[src/rtl/alu_tr_pkg.sv]
// alu_tr_pkg: shared definitions for the time-redundant ALU.
//   - opcode encodings for the ALU core
//   - controller state encoding
//   - word_width(): width of a compared word {Result, Zero, Carry, OverFlow, Negative}
package alu_tr_pkg;

    localparam logic [2:0] OP_AND = 3'b000;
    localparam logic [2:0] OP_OR  = 3'b001;
    localparam logic [2:0] OP_ADD = 3'b010;
    localparam logic [2:0] OP_XOR = 3'b011;
    localparam logic [2:0] OP_SUB = 3'b110;
    localparam logic [2:0] OP_SLT = 3'b111;

    typedef enum logic [1:0] {
        ST_IDLE = 2'd0,
        ST_EXEC = 2'd1,
        ST_DONE = 2'd2
    } state_t;

    function automatic int word_width(input int w);
        return w + 4;
    endfunction

endpackage

[src/rtl/alu_core.sv]
// alu_core: purely combinational ALU shared by every execution of an operation.
// Ports:
//   A, B        in  [WIDTH]  operands
//   ALUControl  in  [3]      opcode (alu_tr_pkg OP_*); 100/101 yield zero
//   Result      out [WIDTH]  operation result
//   Zero        out          Result == 0
//   Carry       out          ADD carry-out, SUB not-borrow, else 0
//   OverFlow    out          signed overflow for ADD/SUB, else 0
//   Negative    out          Result MSB
module alu_core
    import alu_tr_pkg::*;
#(
    parameter int WIDTH = 32
) (
    input  logic [WIDTH-1:0] A,
    input  logic [WIDTH-1:0] B,
    input  logic [2:0]       ALUControl,
    output logic [WIDTH-1:0] Result,
    output logic             Zero,
    output logic             Carry,
    output logic             OverFlow,
    output logic             Negative
);

    logic [WIDTH-1:0] res_c;
    logic [WIDTH-1:0] sum;
    logic [WIDTH-1:0] diff;
    logic             sum_co;
    logic             diff_co;
    logic             carry_c;
    logic             ovf_c;
    logic             slt_c;

    // Subtraction as A + ~B + 1 so the carry-out is the not-borrow bit.
    assign {sum_co, sum}   = {1'b0, A} + {1'b0, B};
    assign {diff_co, diff} = {1'b0, A} + {1'b0, ~B} + (WIDTH+1)'(1);
    assign slt_c           = $signed(A) < $signed(B);

    always_comb begin
        res_c   = '0;
        carry_c = 1'b0;
        ovf_c   = 1'b0;
        case (ALUControl)
            OP_AND: res_c = A & B;
            OP_OR:  res_c = A | B;
            OP_XOR: res_c = A ^ B;
            OP_ADD: begin
                res_c   = sum;
                carry_c = sum_co;
                ovf_c   = (A[WIDTH-1] == B[WIDTH-1]) && (sum[WIDTH-1] != A[WIDTH-1]);
            end
            OP_SUB: begin
                res_c   = diff;
                carry_c = diff_co;
                ovf_c   = (A[WIDTH-1] != B[WIDTH-1]) && (diff[WIDTH-1] != A[WIDTH-1]);
            end
            OP_SLT: res_c = {{(WIDTH-1){1'b0}}, slt_c};
            default: res_c = '0;
        endcase
    end

    // Continuous drive keeps Result a simple net-like output of the core.
    assign Result   = res_c;
    assign Zero     = (res_c == '0);
    assign Carry    = carry_c;
    assign OverFlow = ovf_c;
    assign Negative = res_c[WIDTH-1];

endmodule

[src/rtl/alu_tr_vote.sv]
// alu_tr_vote: time-redundant ALU. Each accepted operation is re-executed on one
// shared alu_core until two executions agree (up to MAX_TRIES), then the agreed
// result and flags are presented with a valid/ready handshake.
// Ports:
//   clk, rst                         clock, synchronous active-high reset
//   in_valid / in_ready              operation handshake (A, B, ALUControl)
//   out_valid / out_ready            result handshake
//   Result, Zero, Carry, OverFlow, Negative   agreed result and flags
//   fault_detected_out               this operation saw at least one mismatch
//   uncorrectable                    no two executions agreed
//   fault_count [16]                 saturating count of faulted operations
// Optional macro ALU_TR_FAULT_INJ_EN adds inj_mask [WIDTH] and inj_tries
// [MAX_TRIES]: execution k with inj_tries[k] set has its Result XORed with
// inj_mask rotated left by k before Zero/Negative are derived.
//
// state   | meaning
// --------+------------------------------------------------------------
// IDLE    | in_ready=1, waiting for an operation
// EXEC    | one execution per cycle, compared against earlier executions
// DONE    | out_valid=1, outputs held until out_ready
module alu_tr_vote
    import alu_tr_pkg::*;
#(
    parameter int WIDTH     = 32,
    parameter int MAX_TRIES = 3
) (
    input  logic             clk,
    input  logic             rst,
    input  logic             in_valid,
    output logic             in_ready,
    input  logic [WIDTH-1:0] A,
    input  logic [WIDTH-1:0] B,
    input  logic [2:0]       ALUControl,
    output logic             out_valid,
    input  logic             out_ready,
    output logic [WIDTH-1:0] Result,
    output logic             Zero,
    output logic             Carry,
    output logic             OverFlow,
    output logic             Negative,
    output logic             fault_detected_out,
    output logic             uncorrectable,
    output logic [15:0]      fault_count
`ifdef ALU_TR_FAULT_INJ_EN
    ,
    input  logic [WIDTH-1:0]     inj_mask,
    input  logic [MAX_TRIES-1:0] inj_tries
`endif
);

    localparam int WW = word_width(WIDTH);
    localparam int TW = $clog2(MAX_TRIES);
    // The final execution is never compared against later ones, so it needs no slot.
    localparam int NS = MAX_TRIES - 1;

    state_t           state_q;
    state_t           state_d;
    logic [WIDTH-1:0] a_q;
    logic [WIDTH-1:0] b_q;
    logic [2:0]       op_q;
    logic [TW-1:0]    try_q;
    logic [WW-1:0]    slot_q [NS];
    logic [WW-1:0]    out_word_q;
    logic             fault_q;
    logic             unc_q;

    logic [WIDTH-1:0] core_res;
    logic             core_z;
    logic             core_c;
    logic             core_v;
    logic             core_n;
    logic [WIDTH-1:0] exec_res;
    logic             exec_z;
    logic             exec_n;
    logic [WW-1:0]    word_c;
    logic             match_c;
    logic             last_c;
    logic             done_c;

    alu_core #(.WIDTH(WIDTH)) u_alu (
        .A          (a_q),
        .B          (b_q),
        .ALUControl (op_q),
        .Result     (core_res),
        .Zero       (core_z),
        .Carry      (core_c),
        .OverFlow   (core_v),
        .Negative   (core_n)
    );

`ifdef ALU_TR_FAULT_INJ_EN
    logic [2*WIDTH-1:0] rot_wide;
    always_comb begin
        rot_wide = {inj_mask, inj_mask} << try_q;
        exec_res = core_res;
        if (inj_tries[try_q])
            exec_res = core_res ^ rot_wide[2*WIDTH-1:WIDTH];
        exec_z = (exec_res == '0);
        exec_n = exec_res[WIDTH-1];
    end
`else
    assign exec_res = core_res;
    assign exec_z   = core_z;
    assign exec_n   = core_n;
`endif

    assign word_c = {exec_res, exec_z, core_c, core_v, exec_n};

    // Any equal earlier slot means word_c itself is the agreed word.
    always_comb begin
        match_c = 1'b0;
        for (int j = 0; j < NS; j++) begin
            if ((TW'(j) < try_q) && (slot_q[j] == word_c))
                match_c = 1'b1;
        end
    end

    assign last_c = (try_q == TW'(NS));
    assign done_c = (state_q == ST_EXEC) && (match_c || last_c);

    always_ff @(posedge clk) begin
        if (rst)
            state_q <= ST_IDLE;
        else
            state_q <= state_d;
    end

    always_comb begin
        state_d = state_q;
        case (state_q)
            ST_IDLE: if (in_valid)  state_d = ST_EXEC;
            ST_EXEC: if (done_c)    state_d = ST_DONE;
            ST_DONE: if (out_ready) state_d = ST_IDLE;
            default:                state_d = ST_IDLE;
        endcase
    end

    always_comb begin
        in_ready  = (state_q == ST_IDLE);
        out_valid = (state_q == ST_DONE);
    end

    always_ff @(posedge clk) begin
        if (rst) begin
            a_q         <= '0;
            b_q         <= '0;
            op_q        <= '0;
            try_q       <= '0;
            out_word_q  <= '0;
            fault_q     <= 1'b0;
            unc_q       <= 1'b0;
            fault_count <= '0;
            for (int j = 0; j < NS; j++)
                slot_q[j] <= '0;
        end else begin
            case (state_q)
                ST_IDLE: begin
                    if (in_valid) begin
                        a_q   <= A;
                        b_q   <= B;
                        op_q  <= ALUControl;
                        try_q <= '0;
                    end
                end
                ST_EXEC: begin
                    try_q <= try_q + TW'(1);
                    for (int j = 0; j < NS; j++) begin
                        if (try_q == TW'(j))
                            slot_q[j] <= word_c;
                    end
                    if (done_c) begin
                        out_word_q <= match_c ? word_c : slot_q[0];
                        unc_q      <= !match_c;
                        // Agreement on execution 1 means executions 0 and 1 matched: clean.
                        fault_q    <= !match_c || (try_q >= TW'(2));
                    end
                end
                ST_DONE: begin
                    if (out_ready && fault_q && (fault_count != 16'hFFFF))
                        fault_count <= fault_count + 16'd1;
                end
                default: ;
            endcase
        end
    end

    assign {Result, Zero, Carry, OverFlow, Negative} = out_word_q;
    assign fault_detected_out = fault_q;
    assign uncorrectable      = unc_q;

endmodule

[config.mk]
export PLATFORM = sky130hd
export DESIGN_NAME = alu_tr_vote
export DESIGN_NICKNAME = d
export VERILOG_FILES = /design/src/rtl/alu_tr_pkg.sv /design/src/rtl/alu_core.sv /design/src/rtl/alu_tr_vote.sv
export SDC_FILE = /design/constraint.sdc
export NUM_CORES = 1
export LEC_CHECK = 0
export CAP_MARGIN = 20
export CORE_UTILIZATION = 59
export CTS_CLUSTER_DIAMETER = 150
export DETAILED_ROUTE_END_ITERATION = 10
export PLACE_DENSITY_LB_ADDON = 0.08
export SYNTH_ARGS = -nofsm -noshare
export SYNTH_HDL_FRONTEND = slang
export SYNTH_HIERARCHICAL = 1
export SYNTH_SLANG_ARGS = --single-unit
[constraint.sdc]
create_clock -name clk -period 6.8 [get_ports clk]
set_input_delay 1.02 -clock clk [delete_from_list [all_inputs] [get_ports clk]]
set_output_delay 1.02 -clock clk [all_outputs]
set_load 0.02 [all_outputs]
Word level (Yosys, flattened, before mapping) --
Memories as Yosys holds them, arrays and structs flattened. Cells that the tools add are included.
Word-level totals: memory bits (writable) 72, memories kept 1, register bits after elaboration 125, word-level logic and storage cells 88, input bits 71, output and inout port bits 56
Operators by class: $lt $le $gt $ge 4, mux-type cells 24, reductions and logical operators 20, bitwise operators 6, add/sub/neg operators 5, eq/ne operators 19
Memory list:
- slot_q | depth 2, bits a word 36, rd ports 2, clocked after Yosys merged registers in 0, wr ports 2, RTL line alu_tr_vote.sv:62 | logic [WW-1:0] slot_q [NS];
Operator list (count):
- one-hot mux 32 bit (6 select lines) | 1
- 2-to-1 mux 36 bit | 3
- == test 36 bit | 2
- adder 32 x 32 -> 33 bit | 2
- adder 33 x 1 -> 33 bit (second input constant) | 1
- bitwise AND 32 bit | 1
- logical NOT 32 bit | 1
- less-than comparator 32 bit | 1
- NOT 32 bit | 1
- OR 32 bit | 1
- XOR 32 bit | 1
- adder 16 x 1 -> 16 bit (second input constant) | 1
- != test 16 bit (second input constant) | 1
- 2-to-1 mux 1 bit | 12
- 2-to-1 mux 2 bit | 4
- AND reduction 2 bit | 4
- logical AND 1 bit | 7
- == test 3 x 2 -> 1 bit (second input constant) | 2
- == test 3 bit (second input constant) | 2
- one-hot mux 2 bit (3 select lines) | 1
- == test 2 x 1 -> 1 bit (second input constant) | 2
- == test 2 bit (second input constant) | 2
- logical NOT 2 bit | 2
- less-than comparator 1 x 2 -> 1 bit (first input constant) | 2
- 15 further kinds | 21

Logic depth before layout (Yosys ltp) --
Gate-level depths: netlist (run 1).
depth after elaboration 14, mapped depth 24, gate-level depth less buffers 22

Modules after synthesis --
The synthesis (run 1) kept the hierarchy.
By module, submodules not included:
- alu_tr_vote | area each 9278.9 µm², times used 1, seq. area each 4664.5 µm², cells each 996
- alu_core | area each 5407.7 µm², times used 1, seq. area each 0.0 µm², cells each 810

Worst setup path before layout (run 1) --
OpenSTA, ideal clock, no wires.
path kind reg-to-reg, start point reg a_q[0], end point reg out_word_q[21], buffers on the path 2, setup slack 1.743 ns, cell stages (with the launch flop) 25, data arrival time 4.931 ns, period minus slack after synthesis 5.057 ns, data required time 6.674 ns, library setup time 0.126 ns, cells stage by stage dfxtp_1 > inv_1 > ha_1 > inv_1 > fa_1 > nor2b_2 > o311ai_4 > a31oi_2 > a211oi_2 > nor3_1 > a2111oi_2 > o21ai_0 > mux2i_1 > a21o_1 > nor4b_2 > nand4bb_1 > nor4_2 > xor2_1 > nor4_1 > nand4_1 > nor4_2 > buf_4 > buf_2 > o21a_1 > nor3_2
On the way: elaborated cells on any way between the ends 25, classes of those cells add/sub (3); order compare (1); eq/ne (4); mux (6); bitwise (3); reduce/logical (8)
RTL lines:
- start: declaration | RTL line alu_tr_vote.sv:58 | logic [WIDTH-1:0] a_q;
- start signal: assignment | RTL line alu_tr_vote.sv:145 | a_q <= '0;
- start signal: assignment | RTL line alu_tr_vote.sv:159 | a_q <= A;
- adder 32 x 32 -> 33 bit | RTL line alu_core.sv:36 | assign {diff_co, diff} = {1'b0, A} + {1'b0, ~B} + (WIDTH+1)'(1);
- adder 33 x 1 -> 33 bit | RTL line alu_core.sv:36
- one-hot mux 32 bit (6 select lines) (*) | RTL line alu_core.sv:43 | case (ALUControl)
- via core_res[28] | RTL line alu_tr_vote.sv:67 | logic [WIDTH-1:0] core_res;
- logical NOT 32 bit (*) | RTL line alu_core.sv:64 | assign Zero = (res_c == '0);
- via core_z | RTL line alu_tr_vote.sv:68 | logic core_z;
- == test 36 bit | RTL line alu_tr_vote.sv:113 | if ((TW'(j) < try_q) && (slot_q[j] == word_c))
- logical AND 1 bit | RTL line alu_tr_vote.sv:113
- 2-to-1 mux 1 bit | RTL line alu_tr_vote.sv:113
- 2-to-1 mux 1 bit (*) | RTL line alu_tr_vote.sv:113
- logical OR 1 bit | RTL line alu_tr_vote.sv:119 | assign done_c = (state_q == ST_EXEC) && (match_c || last_c);
- logical AND 1 bit | RTL line alu_tr_vote.sv:119
- AND reduction 2 bit (no line)
- end signal: assignment | RTL line alu_tr_vote.sv:172 | out_word_q <= match_c ? word_c : slot_q[0];
- end: declaration | RTL line alu_tr_vote.sv:63 | logic [WW-1:0] out_word_q;
Mark *: on every way through the listed nets, which the timed path passes. The rest lies on a longest branch. A chain may end at the register's enable or synchronous reset.

Worst setup path after layout (run 1) --
start point reg b_q[0], end point reg out_word_q[16]
On the way: elaborated cells on any way between the ends 26, classes of those cells add/sub (3); order compare (1); eq/ne (4); mux (6); bitwise (4); reduce/logical (8)
RTL lines:
- start: declaration | RTL line alu_tr_vote.sv:59 | logic [WIDTH-1:0] b_q;
- start signal: assignment | RTL line alu_tr_vote.sv:146 | b_q <= '0;
- start signal: assignment | RTL line alu_tr_vote.sv:160 | b_q <= B;
- NOT 32 bit | RTL line alu_core.sv:36
- adder 32 x 32 -> 33 bit | RTL line alu_core.sv:36
- adder 33 x 1 -> 33 bit | RTL line alu_core.sv:36
- one-hot mux 32 bit (6 select lines) (*) | RTL line alu_core.sv:43
- via core_res[28] | RTL line alu_tr_vote.sv:67
- logical NOT 32 bit (*) | RTL line alu_core.sv:64
- via core_z | RTL line alu_tr_vote.sv:68
- == test 36 bit | RTL line alu_tr_vote.sv:113
- logical AND 1 bit | RTL line alu_tr_vote.sv:113
- 2-to-1 mux 1 bit | RTL line alu_tr_vote.sv:113
- 2-to-1 mux 1 bit (*) | RTL line alu_tr_vote.sv:113
- logical OR 1 bit | RTL line alu_tr_vote.sv:119
- logical AND 1 bit | RTL line alu_tr_vote.sv:119
- AND reduction 2 bit (no line)
Marked as above.

==> results.toml, run 1 <==
[cts]
post-cts-setup-buffers = 0
ctsHoldBuffers = 0
ctsRootBufferMaster = "clkbuf_16"
cts_buffers = 17
cts.clk_slew.worst_paths_ps = 80
htree_levels = 4
insertion_delay_ps = 450
clockBufferDepth = 2
post_cts_resized = 0
cts_tree = "yes"
cts_sinks = 197

[power]
power_density_nw_per_um2 = 194
peakVddDrop_mv = 0.168
p_leak_nw = 6.85

[layout]
final_area_um2 = 16800
num_antenna_cells = 0
nNetsFinal = 2041
final_util = 0.689
drive_gt1_frac = 0.0778
finalNonFillerCells = 2201
syn2layout_area_growth_pct = 14.4

[setup_path]
path_max_fanout = 45
slowest_delay_ps = 630
cp.depth = 23
path_buf_inv = 3
worstPathRequired_ps = 7170
path_cells = "ha_1 > inv_1 > fa_1 > nor2b_2 > o311ai_4 > a31oi_2 > a211oi_2 > nor3_1 > a2111oi_2 > o21ai_0 > mux2i_1 > a21o_1 > nor4b_2 > nand4bb_1 > nor4_2 > xor2_1 > nor4_1 > nand4_1 > nor4_4 > buf_12 > buf_12 > nor3_1 > nor3_2"
cpMaxStageDelayCell = "a2111oi_2"
reg2reg_depth = 23
worstPathArrival_ps = 6300
cp-end-kind = "flop"
path_delay_family = "simple AND/OR/NAND/NOR gates"
start_kind = "flop"
critical_path_class = "reg2reg"

[sta]
layout_min_cycle_time_ps = 5930
fmax_ghz = 0.169
slew_violations = 0
hold_violations = 0
tns_ps = 0
setup_violations = 0
clock_skew_ps = 19.2
worstMarginPinSlew_ps = 898
slew_headroom = 0.395
fin_crit_sh = 0.872
grt_setup_unrepaired = "false"

[floorplanning]
initial_utilization = 0.602
io_pins = 127
core-area_um2 = 24400
die_h_um = 160
fp.dieArea_um2 = 25500
die_w_um = 160
num_rows = 57

[min_path]
min_path_cells = 2
min_path_type = "reg2reg"

[global_route]
grt_pass1_vias = 12156
grt_pass1_wl_mm = 64.5
antenna_found_initial = 0
grt_max_degree = 81
gr-total-overflow = 0
grt_use_total = 0.312

[placed_design]
place_congestion = 0.966
dpl_cell_area_um2 = 16200
port_buffers = 126
dp.cells = 2168
dp_hpwl_mm = 29.1

[drt]
ant_nets = 0
route.detailed.drc = 0
num_vias = 13354
drtPass1Iterations = 5
wl_mm = 40.3
vias_per_cell = 6.07
drt_iter0_drc = 1556
wl_per_cell_um = 18.3

[synthesis]
synth_edf_count = 72
synth_area_um2 = 14700
synthFlopType = "dfxtp_1"
synth_seq_area_share = 0.318
syn_nets = 1983
synthArstFlopShare = 0
synth_cells = 1806
ys_ff_latch = 197
ys_types = 89
avgSynthCellArea_um2 = 8.13
ys_warn_count = 6

[flow_run]
maxCapViolCount = 0

[status]
outcome = "completed"
[cell families (layout without fill, tap and decap cells)]
group                    count (synthesis)  count (layout)  synth area share
adder cells (fa/ha/maj)                106             106            0.0913
multiplexers                            24              24            0.0164
buffers and inverters                  232             303            0.0662
XOR/XNOR                               118             118            0.0704
flip-flops                             197             197             0.318
AND/OR/NAND/NOR                        696             696             0.239
AO/OA/AOI/OAI                          433             433             0.199
[where the power goes]
part	internal [mW]	leakage [nW]	switching, mW
logic	0.329	4.79	0.531
clock network	0.531	0.293	0.530
registers	1.28	1.77	0.0537
total	2.14	6.85	1.11
[per-layer routing]
| metal | part of all wire | track usage | wire (um) | vias to the layer above |
|---|---|---|---|---|
| met5 | 0 | 0 | 0 | - |
| met2 | 0.46 | 0.490 | 18300 | 584 |
| li1 | - | - | - | 6472 |
| met3 | 0.070 | 0.0478 | 2810 | 64 |
| met4 | 0.024 | 0.105 | 983 | 0 |
| met1 | 0.45 | 0.436 | 18100 | 6234 |
[synth_stat cells (39+ instances only)]
library cell    n  share of area
clkbuf_1       83          0.021
nand2_1       197          0.050
nor3_1         61          0.021
inv_1         102          0.026
nor3_2         39          0.027
dfxtp_1       125           0.17
nor2_1        206          0.053
a21oi_1       157          0.054
xor2_1         80          0.048
and2_1         40          0.017
edfxtp_1       72           0.15
o21a_1         44          0.022
ha_1          104          0.089
[per-stage QoR]
step / power [mW] / hold slack, ps / setup slack (ps)
after global routing: 3.40 / 496 / 292
after detailed placement: 2.20 / 471 / 967
after CTS: 3.26 / 482 / 898
after global placement: 2.19 / 462 / 1150
after floorplan: 1.94 / 435 / 1740
final: 3.26 / 479 / 868
[area by class of cell]
class                   count  area, um^2
multi-input cells        1377        9090
well taps                 324         405
clock buffers              17         425
inverters                 105         394
fillers                  2006        7590
flip-flops and latches    197        4670
repair buffers            166        1640
clock inverters            15         180
[path summary, 6_finish.rpt]
| check | startpoint | end | slack [ps] |
|---|---|---|---|
| max | b_q[0]$_SDFFE_PP0P_ | out_word_q[16]$_SDFFE_PP0P_ | 870 |
| min | b_q[20]$_SDFFE_PP0P_ | b_q[20]$_SDFFE_PP0P_ | 480 |
| max reg2reg | b_q[0]$_SDFFE_PP0P_ | out_word_q[16]$_SDFFE_PP0P_ | 870 |
| min reg2reg | b_q[20]$_SDFFE_PP0P_ | b_q[20]$_SDFFE_PP0P_ | 480 |
[state kept, by name, indices dropped and copies added, names as in the netlist, 2 cells and up]
signal,cells
out_word_q,36
fault_count,16
slot_q,72
a_q,32
op_q,3
state_q,2
try_q,2
b_q,32
[worst register-to-register path: stages, from the launching register on]
cell,delay [ps]
dfxtp_1,390
ha_1,190
inv_1,50
fa_1,370
nor2b_2,180
o311ai_4,260
a31oi_2,210
a211oi_2,420
nor3_1,130
a2111oi_2,630
o21ai_0,230
mux2i_1,150
a21o_1,270
nor4b_2,280
nand4bb_1,140
nor4_2,400
xor2_1,160
nor4_1,260
nand4_1,190
nor4_4,220
buf_12,230
buf_12,230
nor3_1,120
nor3_2,150
[cell usage in the layout (no fill, tap or decap), types with 44 or more instances in the layout]
cell type and count:
nor2_1 206, o21a_1 44, ha_1 103, dfxtp_1 124, xor2_1 80, nand2_1 196
clkdlybuf4s50_1 125, a21oi_1 157, nor3_1 60, inv_1 102, edfxtp_1 72
(Power assumes the default switching activity.)
==> run 2: changes to the inputs <==
--- a/config.mk
+++ b/config.mk
@@ -5,11 +5,11 @@
 export SDC_FILE = /design/constraint.sdc
 export NUM_CORES = 1
 export LEC_CHECK = 0
-export CAP_MARGIN = 20
 export CORE_UTILIZATION = 59
 export CTS_CLUSTER_DIAMETER = 150
 export DETAILED_ROUTE_END_ITERATION = 10
 export PLACE_DENSITY_LB_ADDON = 0.08
+export RECOVER_POWER = 100
 export SYNTH_ARGS = -nofsm -noshare
 export SYNTH_HDL_FRONTEND = slang
 export SYNTH_HIERARCHICAL = 1
==> run 2 against run 1 <==
Net effect:
- the flow now finishes with violations (capacitance limit, slew limit)
- critical path type unchanged
- fmax is 3.4% lower
- count of clock-buffer cells in the layout stayed put
- clock skew is 1.4 ps higher
- setup slack worse by 210 ps
- die area stayed put
==> results.toml, run 2 (synthesized netlist as in run 1, its figures left out) <==
[layout]
fill_cells = 2024
final_util = 0.685
largest_reg_flops = 72
reg_top3 = "slot_q (72), out_word_q (36)"
drive_gt1_frac = 0.0704
regMostFlops = "slot_q"
num_antenna_cells = 0
final_common_cell = "nor2_1"
nNetsFinal = 2040
layout.cells.most_common_list = "206 x nor2_1, 196 x nand2_1, 157 x a21oi_1"
syn2layout_area_growth_pct = 13.8

[cts]
clockBufferDepth = 2
ctsHoldBuffers = 0
cts.clk_slew.worst_paths_ps = 80
post-cts-setup-buffers = 0
cts_tree = "yes"
cts_sinks = 197
htree_levels = 4
ctsRootBufferMaster = "clkbuf_16"
cts_buffers = 17
post_cts_resized = 0
insertion_delay_ps = 450

[setup_path]
worstPathArrival_ps = 6510
cp-end-kind = "flop"
critical_path_class = "reg2reg"
path_cells = "ha_1 > inv_1 > fa_1 > nor2b_1 > o311ai_4 > a31oi_1 > a211oi_2 > nor3_1 > a2111oi_2 > o21ai_0 > mux2i_1 > a21o_1 > nor4b_1 > nand4bb_1 > nor4_2 > xor2_1 > nor4_1 > nand4_1 > nor4_4 > buf_12 > clkbuf_1 > o41ai_1 > nor3_1"
start_kind = "flop"
cp_common_cell = "nor3_1"
r2r_slack_ps = 660
reg2reg_from = "b_q[0]$_SDFFE_PP0P_"
startpoint = "b_q[0]$_SDFFE_PP0P_"
cpMaxStageDelayCell = "a2111oi_2"
slowest_delay_ps = 610
path_max_fanout = 30
worstPathRequired_ps = 7170

[drt]
vias_per_cell = 6.08
ant_nets = 0
wl_mm = 40.3
route.detailed.drc = 0
num_vias = 13378
wl_per_cell_um = 18.3
drtPass1Iterations = 5
drt_iter0_drc = 1476

[sta]
clock_skew_ps = 20.6
worstMarginPinSlew_ps = 3200
hold_violations = 0
tns_ps = 0
slew_headroom = -1.15
setup_violations = 0
layout_min_cycle_time_ps = 6140
slew_violations = 171
setup_ws_ps = 658
grt_setup_unrepaired = "false"
fin_crit_sh = 0.903
fmax_ghz = 0.163

[placed_design]
port_buffers = 126
dp_hpwl_mm = 29.1
preCtsSetupSlack_ps = 967
place_congestion = 0.966

[floorplanning]
fp.dieArea_um2 = 25500
die_h_um = 160
num_rows = 57
core-area_um2 = 24400
io_pins = 127
die_w_um = 160
initial_utilization = 0.602

[power]
power_density_nw_per_um2 = 195
p_leak_nw = 6.97
peakVddDrop_mv = 0.169

[flow_run]
maxCapViolCount = 3

[min_path]
min_path_type = "reg2reg"
hold_start = "b_q[18]$_SDFFE_PP0P_"

[global_route]
grt_max_degree = 81
grt_use_total = 0.312
grt_pass1_vias = 12156
grt_pass1_wl_mm = 64.5
gr-total-overflow = 0
antenna_found_initial = 0

[status]
violations = "capacitance limit, slew limit"
outcome = "complete, but fails checks"
[run 2: per-layer routing]
layer | routed length (um) | GRT usage
met1 | 18200 | 0.436
met4 | 1040 | 0.105
met5 | 0 | 0
met3 | 2910 | 0.0478
met2 | 18200 | 0.490
[run 2: path summary, 6_finish.rpt]
| check | cells after the start | to |
|---|---|---|
| setup / recovery | 23 | out_word_q[29]$_SDFFE_PP0P_ |
| hold / removal | 2 | b_q[18]$_SDFFE_PP0P_ |
| setup reg to reg | 23 | out_word_q[29]$_SDFFE_PP0P_ |
| hold reg to reg | 2 | b_q[18]$_SDFFE_PP0P_ |
[run 2: metrics by stage]
step                      power [mW]  instance area [um^2]  hold WS [ps]  instances
after floorplan                 1.94                 14700           435       1806
after global placement          2.19                 16200           462       2168
after detailed placement        2.20                 16200           471       2168
after CTS                       3.26                 16800           482       2200
after global routing            3.40                 16700           496       2200
final                           3.25                 16700           480       2200
[run 2: final cells by class]
type / instances / area [um^2] / area share
multi-input combinational: 1377 / 9040 / 0.541
tap: 324 / 405 / 0.0243
sequential: 197 / 4670 / 0.279
inverter: 105 / 394 / 0.0236
clock inverter: 15 / 180 / 0.0108
timing repair buffer: 165 / 1600 / 0.0959
clock buffer: 17 / 425 / 0.0254
[run 2: worst max-delay path: cells and delay by family, from the launching register on]
family                     cells  cell delay (ps)
AOI/OAI and AO/OA              7             2170
DFF                            1              390
xor gates and xnor gates       1              160
muxes                          1              150
and+or+nand+nor                9             2050
adders and majority gates      2              560
buffers and inverters          3              540
[run 2: power by group]
part	switching [mW]	internal (mW)
sequential	0.0536	1.28
combinational	0.529	0.325
clock	0.534	0.531
